<file path="config.mk">
export PLATFORM = sky130hd
export DESIGN_NAME = mem_wb_stage
export DESIGN_NICKNAME = d
export VERILOG_FILES = /design/src/rtl/cpu_pkg.sv /design/src/rtl/load_align.sv /design/src/rtl/mem_wb_stage.sv
export SDC_FILE = /design/constraint.sdc
export NUM_CORES = 1
export LEC_CHECK = 0
export ABC_AREA = 1
export BUFFER_PORTS_ARGS = -buffer_cell sky130_fd_sc_hd__buf_2
export CORE_MARGIN = 5
export CORE_UTILIZATION = 45
export DETAILED_ROUTE_END_ITERATION = 10
export MAX_ROUTING_LAYER = met4
export PLACE_DENSITY = 0.75
export SYNTH_ARGS = -nofsm -noshare
export SYNTH_HDL_FRONTEND = slang
export SYNTH_SLANG_ARGS = --single-unit
</file>
<file path="constraint.sdc">
create_clock -name clk -period 1.83 [get_ports clk]
set_input_delay 0.366 -clock clk [delete_from_list [all_inputs] [get_ports clk]]
set_output_delay 0.366 -clock clk [all_outputs]
set_load 0.005 [all_outputs]
</file>
<file path="src/rtl/cpu_pkg.sv">
// Shared CPU definitions: datapath widths and the load / writeback-select encodings.
// Latency: none (types and constants only).
// Backpressure: none.
package cpu_pkg;

  localparam int XLEN_DEF    = 32;
  localparam int RADDR_W_DEF = 5;

  // Load width/sign encoding carried down the pipe from decode; unknown codes act as LW
  typedef enum logic [2:0] {
    LT_LW  = 3'b000,
    LT_LH  = 3'b001,
    LT_LHU = 3'b010,
    LT_LB  = 3'b011,
    LT_LBU = 3'b100
  } load_type_e;

  // Writeback source select; 2'b11 is unassigned and falls back to the ALU result
  typedef enum logic [1:0] {
    WB_ALU  = 2'b00,
    WB_MEM  = 2'b01,
    WB_LINK = 2'b10
  } wb_sel_e;

endpackage

</file>
<file path="src/rtl/load_align.sv">
// Extracts and sign/zero-extends the addressed byte/half/word from a little-endian memory word.
// Latency: purely combinational.
// Backpressure: none; also reports whether the access is misaligned for its width.
module load_align
  import cpu_pkg::*;
#(
  parameter int XLEN = XLEN_DEF
) (
  input  logic [XLEN-1:0] in_mem_rdata,
  input  logic [1:0]      offset,
  input  logic [2:0]      load_type,
  output logic [XLEN-1:0] out_data,
  output logic            out_misalign
);

  logic [4:0]  w_bsel;
  logic [4:0]  w_hsel;
  logic [7:0]  w_byte;
  logic [15:0] w_half;

  assign w_bsel = {offset, 3'b000};
  assign w_hsel = {offset[1], 4'b0000};
  assign w_byte = in_mem_rdata[w_bsel +: 8];
  assign w_half = in_mem_rdata[w_hsel +: 16];

  // Pick the lane for the access width and extend it; flag halves on odd bytes and unaligned words
  always_comb begin
    out_data     = in_mem_rdata;
    out_misalign = 1'b0;
    case (load_type)
      LT_LB:  out_data = {{(XLEN-8){w_byte[7]}}, w_byte};
      LT_LBU: out_data = {{(XLEN-8){1'b0}}, w_byte};
      LT_LH: begin
        out_data     = {{(XLEN-16){w_half[15]}}, w_half};
        out_misalign = offset[0];
      end
      LT_LHU: begin
        out_data     = {{(XLEN-16){1'b0}}, w_half};
        out_misalign = offset[0];
      end
      default: begin
        out_data     = in_mem_rdata;
        out_misalign = (offset != 2'b00);
      end
    endcase
  end

endmodule

</file>
<file path="src/rtl/mem_wb_stage.sv">
// MEM/WB pipeline register: formats load data, selects the writeback value, drives the regfile port and forwarding tap.
// Latency: one cycle input to output; every output comes straight from a flop.
// Backpressure: stall holds all state (regfile rewrite is idempotent), flush kills the captured instruction and overrides stall.
module mem_wb_stage
  import cpu_pkg::*;
#(
  parameter int XLEN    = XLEN_DEF,
  parameter int RADDR_W = RADDR_W_DEF
) (
  input  logic               clk,
  input  logic               rst,
  input  logic               stall,
  input  logic               flush,
  input  logic               in_valid,
  input  logic               in_reg_write,
  input  logic [RADDR_W-1:0] in_rd,
  input  logic [1:0]         in_wb_sel,
  input  logic [2:0]         in_load_type,
  input  logic [XLEN-1:0]    in_alu_result,
  input  logic [XLEN-1:0]    in_pc_plus4,
  input  logic [XLEN-1:0]    in_mem_rdata,
  output logic               L_S,
  output logic [RADDR_W-1:0] Wt_addr,
  output logic [XLEN-1:0]    wt_data,
  output logic               fwd_valid,
  output logic [RADDR_W-1:0] fwd_rd,
  output logic [XLEN-1:0]    fwd_data,
  output logic               load_misalign,
  output logic [31:0]        instret
);

  logic [XLEN-1:0]    w_load_data;
  logic               w_align_err;
  logic               w_misalign;
  logic               w_wen;
  logic [XLEN-1:0]    w_wdata;

  logic               r_valid;
  logic               r_wen;
  logic [RADDR_W-1:0] r_rd;
  logic [XLEN-1:0]    r_wdata;
  logic               r_misalign;
  logic [31:0]        r_instret;

  load_align #(.XLEN(XLEN)) u_load_align (
    .in_mem_rdata (in_mem_rdata),
    .offset       (in_alu_result[1:0]),
    .load_type    (in_load_type),
    .out_data     (w_load_data),
    .out_misalign (w_align_err)
  );

  // Alignment only matters for real instructions that actually take the load result
  assign w_misalign = in_valid & (in_wb_sel == WB_MEM) & w_align_err;
  assign w_wen      = in_valid & in_reg_write & (in_rd != '0) & ~w_misalign;

  // Writeback source mux; the reserved select code falls through to the ALU result
  always_comb begin
    w_wdata = in_alu_result;
    case (in_wb_sel)
      WB_MEM:  w_wdata = w_load_data;
      WB_LINK: w_wdata = in_pc_plus4;
      default: w_wdata = in_alu_result;
    endcase
  end

  // Pipeline register: flush beats stall beats capture; data/address are left stale on flush
  always_ff @(posedge clk or negedge rst) begin
    if (!rst) begin
      r_valid    <= 1'b0;
      r_wen      <= 1'b0;
      r_rd       <= '0;
      r_wdata    <= '0;
      r_misalign <= 1'b0;
      r_instret  <= '0;
    end else if (flush) begin
      r_valid    <= 1'b0;
      r_wen      <= 1'b0;
      r_misalign <= 1'b0;
    end else if (!stall) begin
      r_valid    <= in_valid;
      r_wen      <= w_wen;
      r_rd       <= in_rd;
      r_wdata    <= w_wdata;
      r_misalign <= w_misalign;
      if (in_valid && !w_misalign) begin
        r_instret <= r_instret + 32'd1;
      end
    end
  end

  // Write enable already implies a valid instruction; the AND keeps the tap tied to a live stage
  assign L_S           = r_wen;
  assign Wt_addr       = r_rd;
  assign wt_data       = r_wdata;
  assign fwd_valid     = r_valid & r_wen;
  assign fwd_rd        = r_rd;
  assign fwd_data      = r_wdata;
  assign load_misalign = r_misalign;
  assign instret       = r_instret;

endmodule
</file>
==> metrics.md <==
| Metric | Value |
|---|---|
| Worst slew margin | 52.26% |
| Grt ovf | 0 |
| FMAX | 596.7 MHz |
| Avg Cell Area, Syn | 6.132 um^2 |
| Detailed Route Iter0 Violations | 357 |
| Reg area | 0.001802 mm^2 |
| Pwr/cell area | 831.5 mW/mm^2 |
| 1st-pass router iterations | 5 |
| DIE AREA | 0.01458 mm^2 |
| Fillers | 1211 |
| Crit path launch type | register |
| Clk network pwr share | 34.2% |
| Synth top area share | 32.65% |
| Row count | 40 |
| CTS Buffer Depth | 2 |
| Crit path from | instret[10] |
| Max-slew violation count | 0 |
| Die height | 120.7 um |
| Post-Place Setup Slack | 0.06834 ns |
| Layout Cells excl Fill | 1233 |
| RD Place Congestion | 0.9536 |
| Vias per Instance | 4.972 |
| Multi-input combinational cell area | 0.002850 mm^2 |
| Max VDD drop | 478.9 uV |
| Vias | 6130 |
| Area Growth Syn to Fin | 25.41% |
| Largest net degree at the start of global routing | 73 |
| Crit Path Class | register to register |
| Setup TNS | 0 ns |
| Clock Skew | 0.006850 ns |
| CTS Sinks | 72 |
| Most common cell after layout, fill and taps aside | nand2_1 |
| Crit end category | register |
| H-tree depth | 3 |
| Clock root buffer master | clkbuf_16 |
| Routed WL | 17.95 mm |
| Outcome | completed |
| Vias in the first global route | 6045 |
| Leading cell types in the layout, fill and taps excluded | nand2_1, buf_2, inv_1 |
| Register area share after synthesis | 32.65% |
| WP data arrival | 1.88 ns |
| Reg power frac | 36.7% |
| Crit path max fanout | 4 |
| Post-Syn Area | 0.005519 mm^2 |
| Setup ws final | 0.1540 ns |
| Initial antenna violation count | 2 |
| Net Sw Power | 1962 uW |
| Worst hold path startpoint | in_rd[1] |
| Reg2Reg Launch Point | instret[10] |
| Fin area | 0.006922 mm^2 |
| Leak Pwr | 0.003959 uW |
| Internal | 3793 uW |
| CTS tree | yes |
| DRC | 0 |
| Post-synthesis cell type count | 29 |
| TritonCTS Buffers | 9 |
| Final hold violation count | 0 |
| Final ANT Viol Nets | 0 |
| Tcrit/Tclk final | 91.59% |
| Logic pwr share | 29.1% |
| Max-Cap Viols | 0 |
| Clk Latency, worst-skew pair | 0.33 ns |
| Yosys reg bits | 72 |
| Top cells by area, synth | dfrtp_1, nand2_1, a21oi_1 |
| Clk slew on worst S/H paths | 0.06 ns |
| Final #Nets | 1194 |
| IO buf count | 220 |
| First-pass GRT wire length | 28.91 mm |
| Synth warnings | 0 |
| RSZ-0062 raised after global routing | false |
| Sw Ratio | 34.10% |
| Required time worst endpoint | 2.03 ns |
| Routed wire per std cell | 14.56 um |
| Starting density of the core | 45.95% |
| Top Ports | 221 |
| Core footprint | 0.01201 mm^2 |
| Setup violators final | 0 |
| Synth Instances | 900 |
| Post-Place Cells | 1214 |
| Share of layout cells above drive strength 1 | 25.28% |
| Post-DP Area | 0.006579 mm^2 |
| Die width | 120.7 um |
| Setup bufs post-CTS | 0 |
| Yosys top cell by area | dfrtp_1 |
| All-Layer GR Usage | 25.33% |
| Fin crit period | 1.676 ns |
| HPWL Detailed | 14.12 mm |
| Hold WS | 0.2587 ns |
| Syn Nets | 1015 |
| Worst Tran Pin Value | 0.7161 ns |
| Hold crit path type | input port to register |
==> kinds of logic after synthesis <==
logic type	after synthesis	synth area share, %
simple gates	504	36.77
buf+inv	182	15.80
compound gates	122	11.40
flops	72	32.65
xor+xnor	17	2.698
fa+ha+maj	3	0.6802
==> power by group through the flow <==
stage | clock [uW] | combinational, uW | sequential [uW]
3_3_place_gp | 0 | 1660 | 2130
4_1_cts | 2010 | 1680 | 2110
6_report | 1970 | 1670 | 2110
2_1_floorplan | 0 | 1010 | 2120
3_5_place_dp | 0 | 1680 | 2130
5_1_grt | 2080 | 1890 | 2150
==> worst paths after layout <==
kind                                 to  slack [ns]  cells past startpoint
max                         instret[15]        0.15                      6
min                          Wt_addr[1]        0.26                      3
max reg2reg                 instret[15]        0.15                      6
min reg2reg                  Wt_addr[0]        0.49                      2
max in group asynchronous   instret[16]        0.76                      3
min in group asynchronous  fwd_data[19]        0.51                      2
==> stage by stage <==
| step | util (%) | total power, uW |
|---|---|---|
| 3_5_place_dp | 54.77 | 3809 |
| 5_1_grt | 57.63 | 6121 |
| 6_report | 57.63 | 5755 |
| 2_1_floorplan | - | 3127 |
| 4_1_cts | 57.56 | 5798 |
| 3_3_place_gp | 54.77 | 3786 |
==> cell type report <==
type                            instances  share of cell area [%]
Antenna cell                            2                 0.07231
Clock buffer                            9                   3.254
Clock inverter                          7                   1.446
Inverter                              107                   5.803
Multi-Input combinational cell        646                   41.18
Sequential cell                        72                   26.03
Tap cell                              147                   2.657
Timing Repair Buffer                  243                   19.56
==> synth_stat cells <==
cell,count
xor2_1,13
buf_6,4
buf_2,10
nand2_4,1
nand3_1,57
a21oi_2,1
dfrtp_1,72
a21oi_1,89
buf_4,39
ha_1,3
o21ai_1,10
a211oi_2,1
nand2_2,3
nor2_4,1
o21ai_2,1
o21ai_0,19
xnor2_1,4
clkbuf_1,20
nand2_1,359
nor3_1,17
nand3b_1,3
inv_2,4
nand3_2,1
nor2_2,1
inv_1,103
o41ai_1,1
nand4_1,1
nor2_1,60
buf_1,2
==> timing repair <==
item,4_1_cts,5_1_grt
resized for setup,0,1
hold buffers,1,0
endpoints found under the hold margin,29,0
endpoints found under the setup margin,0,1
==> state kept, by name, indices dropped and copies added (netlist names) <==
signal,count
Wt_addr,5
r_valid,1
fwd_data,32
L_S,1
instret,32
load_misalign,1
==> routing by layer <==
| metal | routed length, um | GRT usage (%) | vias to the layer above |
|---|---|---|---|
| li1 | - | - | 3116 |
| met1 | 7688 | 31.20 | 2743 |
| met2 | 8614 | 41.81 | 237 |
| met3 | 1156 | 4.584 | 34 |
| met4 | 495 | 9.207 | 0 |
| met5 | 0 | - | - |
==> worst max-delay path, cell delays in order, from the launching register on <==
cell	delay [ns]
dfrtp_1	0.40
inv_1	0.11
nor3_1	0.36
nand2_1	0.15
nor2_1	0.24
xor2_1	0.19
o21ai_0	0.10
Note: power is estimated with default switching activity, not from simulation.
